--- config.mk ---
export PLATFORM = sky130hd
export DESIGN_NAME = downward_timer
export DESIGN_NICKNAME = d
export VERILOG_FILES = /design/src/rtl/downward_timer.sv
export SDC_FILE = /design/constraint.sdc
export NUM_CORES = 1
export LEC_CHECK = 0
export CAP_MARGIN = 30
export CORE_UTILIZATION = 35
export DETAILED_ROUTE_END_ITERATION = 8
export PLACE_DENSITY = 0.66
export SYNTH_ARGS = -nofsm -noshare
export SYNTH_HDL_FRONTEND = slang
export SYNTH_SLANG_ARGS = --single-unit
--- constraint.sdc ---
create_clock -name clk -period 2.1 [get_ports clk]
set_input_delay 0.315 -clock clk [delete_from_list [all_inputs] [get_ports clk]]
set_output_delay 0.315 -clock clk [all_outputs]
set_load 0.1 [all_outputs]
--- src/rtl/downward_timer.sv ---
// downward_timer: programmable down-counting timer.
// Loads a start value, decrements once per enable tick and flags terminal
// count on reaching zero. On terminal count it reloads (periodic mode) or
// stops (one-shot mode). The period is load_value+1 enabled ticks.
//
// Ports:
//   clk          system clock, rising edge
//   reset        synchronous, active-high reset
//   start        pulse: load load_value and (re)start counting
//   stop         pulse: abort counting, return to IDLE
//   en           tick enable; one decrement per enabled cycle in RUN
//   auto_reload  1 = periodic, 0 = one-shot; sampled at terminal count
//   load_value   start/reload value
//   count        current counter value (registered)
//   busy         high while in RUN (registered)
//   tc           one-cycle terminal-count strobe (registered)
//   done         sticky one-shot completion flag (registered)
module downward_timer #(
    parameter int unsigned WIDTH = 8
) (
    input  logic             clk,
    input  logic             reset,
    input  logic             start,
    input  logic             stop,
    input  logic             en,
    input  logic             auto_reload,
    input  logic [WIDTH-1:0] load_value,
    output logic [WIDTH-1:0] count,
    output logic             busy,
    output logic             tc,
    output logic             done
);

    typedef enum logic [1:0] {
        IDLE = 2'd0,
        RUN  = 2'd1,
        DONE = 2'd2
    } state_t;

    state_t           state_q, state_d;
    logic [WIDTH-1:0] count_q, count_d;
    logic             busy_q,  busy_d;
    logic             tc_q,    tc_d;
    logic             done_q,  done_d;

    // State and registered-output register.
    always_ff @(posedge clk) begin
        if (reset) begin
            state_q <= IDLE;
            count_q <= '0;
            busy_q  <= 1'b0;
            tc_q    <= 1'b0;
            done_q  <= 1'b0;
        end else begin
            state_q <= state_d;
            count_q <= count_d;
            busy_q  <= busy_d;
            tc_q    <= tc_d;
            done_q  <= done_d;
        end
    end

    // Next-state logic. Priority within a cycle: stop > start > en.
    always_comb begin
        state_d = state_q;
        count_d = count_q;
        tc_d    = 1'b0;
        unique case (state_q)
            IDLE: begin
                if (!stop && start) begin
                    count_d = load_value;
                    state_d = RUN;
                end
            end
            RUN: begin
                if (stop) begin
                    state_d = IDLE;
                end else if (start) begin
                    count_d = load_value;
                end else if (en) begin
                    if (count_q != '0) begin
                        count_d = count_q - 1'b1;
                    end else begin
                        // Zero is the terminal event, so the decrement never wraps.
                        tc_d = 1'b1;
                        if (auto_reload) begin
                            count_d = load_value;
                        end else begin
                            state_d = DONE;
                        end
                    end
                end
            end
            DONE: begin
                if (stop) begin
                    state_d = IDLE;
                end else if (start) begin
                    count_d = load_value;
                    state_d = RUN;
                end
            end
            default: begin
                state_d = IDLE;
            end
        endcase
    end

    // Registered flags follow the next state so they align with count and tc.
    always_comb begin
        busy_d = (state_d == RUN);
        done_d = (state_d == DONE);
        count  = count_q;
        busy   = busy_q;
        tc     = tc_q;
        done   = done_q;
    end

endmodule

==> report_table.html <==
<table>
<tr><th>Metric</th><th>Value</th></tr>
<tr><th colspan="2">Clock tree</th></tr>
<tr><td>H-Tree Depth</td><td>1</td></tr>
<tr><td>CTS sink cnt</td><td>13</td></tr>
<tr><td>Total clock buffers created by CTS</td><td>3</td></tr>
<tr><td>Clock-pin transition on the worst setup and hold timing paths</td><td>90 ps</td></tr>
<tr><td>Later-pin clock latency in the skew report</td><td>290 ps</td></tr>
<tr><td>Clock tree from TritonCTS</td><td>built</td></tr>
<tr><td>Hold bufs inserted after CTS</td><td>0</td></tr>
<tr><td>Clock Path Buffers</td><td>2</td></tr>
<tr><td>Post-cts repair resize count</td><td>0</td></tr>
<tr><td>Post-CTS setup-driven buffer insertion count</td><td>0</td></tr>
<tr><td>Clock tree root driver cell</td><td>sky130_fd_sc_hd__clkbuf_4</td></tr>
<tr><th colspan="2">Synth</th></tr>
<tr><td>Post-synthesis compound-gate area fraction</td><td>30.43%</td></tr>
<tr><td>Synth Register Bits</td><td>13</td></tr>
<tr><td>Number of nets produced by synthesis</td><td>115</td></tr>
<tr><td>Distinct cell type count after synthesis</td><td>43</td></tr>
<tr><td>Number of warning messages in the yosys log</td><td>0</td></tr>
<tr><td>Area leader, netlist</td><td>sky130_fd_sc_hd__dfxtp_1</td></tr>
<tr><td>Main combinational cell family by area after synthesis</td><td>compound AO/OA/AOI/OAI gates</td></tr>
<tr><td>Number of flops mapped to enable cells by yosys</td><td>0</td></tr>
<tr><td>Cell area after technology mapping</td><td>847.1 sq um</td></tr>
<tr><td>Number of standard cells after synthesis</td><td>99</td></tr>
<tr><td>Adder-cell share of the synthesized area</td><td>2.954%</td></tr>
<tr><td>Leading post-synthesis cells by cell area</td><td>sky130_fd_sc_hd__dfxtp_1 31%, sky130_fd_sc_hd__a211oi_1 6.2%, sky130_fd_sc_hd__o32ai_1 4.1%</td></tr>
<tr><td>Post-synthesis mux area share</td><td>2.363%</td></tr>
<tr><td>Simple-gate area share of the yosys netlist</td><td>27.92%</td></tr>
<tr><td>Primary FF master, synth</td><td>sky130_fd_sc_hd__dfxtp_1</td></tr>
<tr><td>Share of synthesized area occupied by flip-flops and latches</td><td>30.72%</td></tr>
<tr><td>Synthesized-area fraction occupied by xor and xnor cells</td><td>0%</td></tr>
<tr><td>Synth top area share</td><td>30.72%</td></tr>
<tr><td>Fraction of registers with async set or reset after synthesis</td><td>0%</td></tr>
<tr><td>Mean instance size in the synthesized netlist</td><td>8.556 sq um</td></tr>
<tr><th colspan="2">Layout</th></tr>
<tr><td>Layout overhead on the synthesized area</td><td>40.33%</td></tr>
<tr><td>Fraction of final layout cells sized beyond drive strength 1</td><td>31.54%</td></tr>
<tr><td>Fillers</td><td>234</td></tr>
<tr><td>Diodes inserted</td><td>0</td></tr>
<tr><td>Sequential cell area</td><td>275.3 sq um</td></tr>
<tr><td>Final layout net count</td><td>147</td></tr>
<tr><td>Area used by multi-input combinational logic</td><td>551.8 sq um</td></tr>
<tr><th colspan="2">Global routing</th></tr>
<tr><td>Aggregate global routing overflow</td><td>0</td></tr>
<tr><td>Maximum number of pins on one net before global-route repair</td><td>19</td></tr>
<tr><td>Wire length of the first global-routing pass</td><td>3898 um</td></tr>
<tr><td>GRT Util Overall</td><td>20.24%</td></tr>
<tr><td>Via count of the first global-routing pass</td><td>891</td></tr>
<tr><td>Number of antenna violations at the first check in global routing</td><td>0</td></tr>
<tr><th colspan="2">Floorplan</th></tr>
<tr><td>Total Die Area</td><td>2621 sq um</td></tr>
<tr><td>Vertical die dimension</td><td>51.20 um</td></tr>
<tr><td>Starting Density</td><td>37.57%</td></tr>
<tr><td>Horiz. Die Dim</td><td>51.20 um</td></tr>
<tr><td>Core ar.</td><td>2255 sq um</td></tr>
<tr><td>Top-level I/O count</td><td>25</td></tr>
<tr><td>Standard-cell rows</td><td>17</td></tr>
<tr><th colspan="2">Placed design</th></tr>
<tr><td>GP Congestion</td><td>0.7776</td></tr>
<tr><td>PortBufs</td><td>24</td></tr>
<tr><td>HPWL reported at the end of detailed placement</td><td>1669 um</td></tr>
<tr><th colspan="2">Outcome</th></tr>
<tr><td>Result of the run</td><td>completed</td></tr>
<tr><th colspan="2">Route</th></tr>
<tr><td>Final routed wirelength across all metal layers</td><td>2283 um</td></tr>
<tr><td>Number of design-rule violations left by the first detailed-router iteration</td><td>10</td></tr>
<tr><td>Drt wl/cell</td><td>14.45 um</td></tr>
<tr><td>DRC</td><td>0</td></tr>
<tr><td>Drt via density</td><td>5.658</td></tr>
<tr><td>Via count</td><td>894</td></tr>
<tr><td>Count of TritonRoute iterations in the first routing pass</td><td>4</td></tr>
<tr><td>Post-DRT Antenna Nets</td><td>0</td></tr>
<tr><th colspan="2">Setup path</th></tr>
<tr><td>Critical-path maximum fanout</td><td>4</td></tr>
<tr><td>Crit Path Class</td><td>register to register</td></tr>
<tr><td>WP data required</td><td>2290 ps</td></tr>
<tr><td>Critical Path Source Type</td><td>register</td></tr>
<tr><td>Critical Path Sink Type</td><td>register</td></tr>
<tr><td>Data arrival time of the critical path</td><td>2220 ps</td></tr>
<tr><th colspan="2">Job</th></tr>
<tr><td>Max Cap Viol</td><td>0</td></tr>
<tr><th colspan="2">STA</th></tr>
<tr><td>Share of the clock period used by the worst path after layout</td><td>96.65%</td></tr>
<tr><td>Transition time at the pin with the least slew margin</td><td>634.0 ps</td></tr>
<tr><td>Normalized max-slew margin</td><td>57.60%</td></tr>
<tr><td>Final count of pins violating max slew</td><td>0</td></tr>
<tr><td>Setup violators final</td><td>0</td></tr>
<tr><td>Total count of hold-check failures in the final report</td><td>0</td></tr>
<tr><td>Final Hold Slack</td><td>507.7 ps</td></tr>
<tr><td>Highest Clock Rate</td><td>492.7 MHz</td></tr>
<tr><td>RSZ-0062 raised after global routing</td><td>false</td></tr>
<tr><td>Layout Skew</td><td>9.526 ps</td></tr>
<tr><td>TNS Setup</td><td>0 ps</td></tr>
<tr><td>Clock period minus worst slack</td><td>2030 ps</td></tr>
<tr><th colspan="2">Power</th></tr>
<tr><td>Static Leak</td><td>0.0004542 uW</td></tr>
<tr><td>Power density cells</td><td>599.6 nW/um^2</td></tr>
<tr><td>Highest ir drop seen on vdd</td><td>0.3575 mV</td></tr>
<tr><th colspan="2">Hold path</th></tr>
<tr><td>Tightest Hold Check Type</td><td>register to register</td></tr>
</table>
-- flip-flops by register name, indices dropped and copies added (netlist names) --
name,cells
done,1
count,8
tc,1
state_q,2
busy,1
-- worst max-delay path: stages (launching register included) --
cell                       delay (ps)
sky130_fd_sc_hd__dfxtp_4          360
sky130_fd_sc_hd__inv_4             70
sky130_fd_sc_hd__ha_4             130
sky130_fd_sc_hd__or3b_1           420
sky130_fd_sc_hd__or4_4            600
sky130_fd_sc_hd__o211a_1          150
sky130_fd_sc_hd__a221oi_1         210
-- through the flow --
step / worst slack (ps) / power (uW) / std cells / cell area, sq um / util, %
global route: 0.9894 / 752.4 / 158 / 1189 / 52.72
detailed placement: 44.78 / 550.2 / 154 / 1162 / 51.55
floorplan: -39.88 / 477.4 / 99 / 885.9 / -
CTS: 70.53 / 717.9 / 158 / 1189 / 52.72
global placement: 59.84 / 547.5 / 154 / 1162 / 51.55
finish: 70.25 / 712.7 / 158 / 1189 / 52.72
-- kinds of logic (layout without fill, tap and decap cells) --
group / count (synthesis) / in the layout
AND/OR/NAND/NOR: 39 / 39
AO/OA/AOI/OAI: 33 / 33
flip-flops: 13 / 13
buffers and inverters: 10 / 41
adder cells (fa/ha/maj): 2 / 2
multiplexers: 2 / 2
-- layer usage --
metal	track usage, %	vias to the layer above	wire (um)
met5	0	-	0
met4	9.722	0	47
met3	3.571	5	84
met2	33.11	20	1039
met1	25.36	420	1111
li1	-	449	-
-- cells in the mapped netlist, types with 3 or more instances --
cell and n:
sky130_fd_sc_hd__dfxtp_1 13, sky130_fd_sc_hd__nand2_1 5, sky130_fd_sc_hd__nand2b_1 4, sky130_fd_sc_hd__nor2_1 7, sky130_fd_sc_hd__a21oi_1 3, sky130_fd_sc_hd__a211oi_1 7, sky130_fd_sc_hd__nor3_1 6, sky130_fd_sc_hd__o32ai_1 4
sky130_fd_sc_hd__inv_1 4
-- layout make-up --
| cell class | instances | area share [%] |
|---|---|---|
| inverters | 4 | 1.684 |
| flip-flops and latches | 13 | 23.16 |
| well taps | 28 | 2.947 |
| multi-input cells | 76 | 46.42 |
| repair buffers | 33 | 23.58 |
| clock buffers | 4 | 2.211 |
-- placed cells by master, fill, tap and decap left out, types with 2 or more instances in the layout --
cell and instances:
sky130_fd_sc_hd__o32ai_1 4, sky130_fd_sc_hd__or3b_1 2, sky130_fd_sc_hd__or4_1 2, sky130_fd_sc_hd__mux2i_1 2
sky130_fd_sc_hd__nor2_1 7, sky130_fd_sc_hd__o31ai_1 2, sky130_fd_sc_hd__a21oi_1 3, sky130_fd_sc_hd__or4_4 2
sky130_fd_sc_hd__nor3_1 6, sky130_fd_sc_hd__nand2_1 5, sky130_fd_sc_hd__nand2b_1 4, sky130_fd_sc_hd__inv_4 2
sky130_fd_sc_hd__inv_1 2, sky130_fd_sc_hd__nor2b_1 2, sky130_fd_sc_hd__dfxtp_2 6, sky130_fd_sc_hd__a31oi_1 2
sky130_fd_sc_hd__nor4_1 2, sky130_fd_sc_hd__clkdlybuf4s50_1 13, sky130_fd_sc_hd__dfxtp_4 2, sky130_fd_sc_hd__dfxtp_1 5
sky130_fd_sc_hd__buf_4 20, sky130_fd_sc_hd__o21a_1 2, sky130_fd_sc_hd__clkbuf_4 3, sky130_fd_sc_hd__a211oi_1 7
-- power breakdown --
part / switching, uW / total (uW) / internal [uW]
logic: 170 / 270 / 99.8
registers: 15.7 / 275 / 260
clock network: 93.6 / 168 / 74.0
-- final timing paths --
path              cells past startpoint       end  startpoint  slack [ps]
setup / recovery                      6  count[1]    count[1]          70
hold / removal                        2  count[4]    count[4]         510
setup reg to reg                      6  count[1]    count[1]          70
hold reg to reg                       2  count[4]    count[4]         510
(Power assumes the default switching activity.)
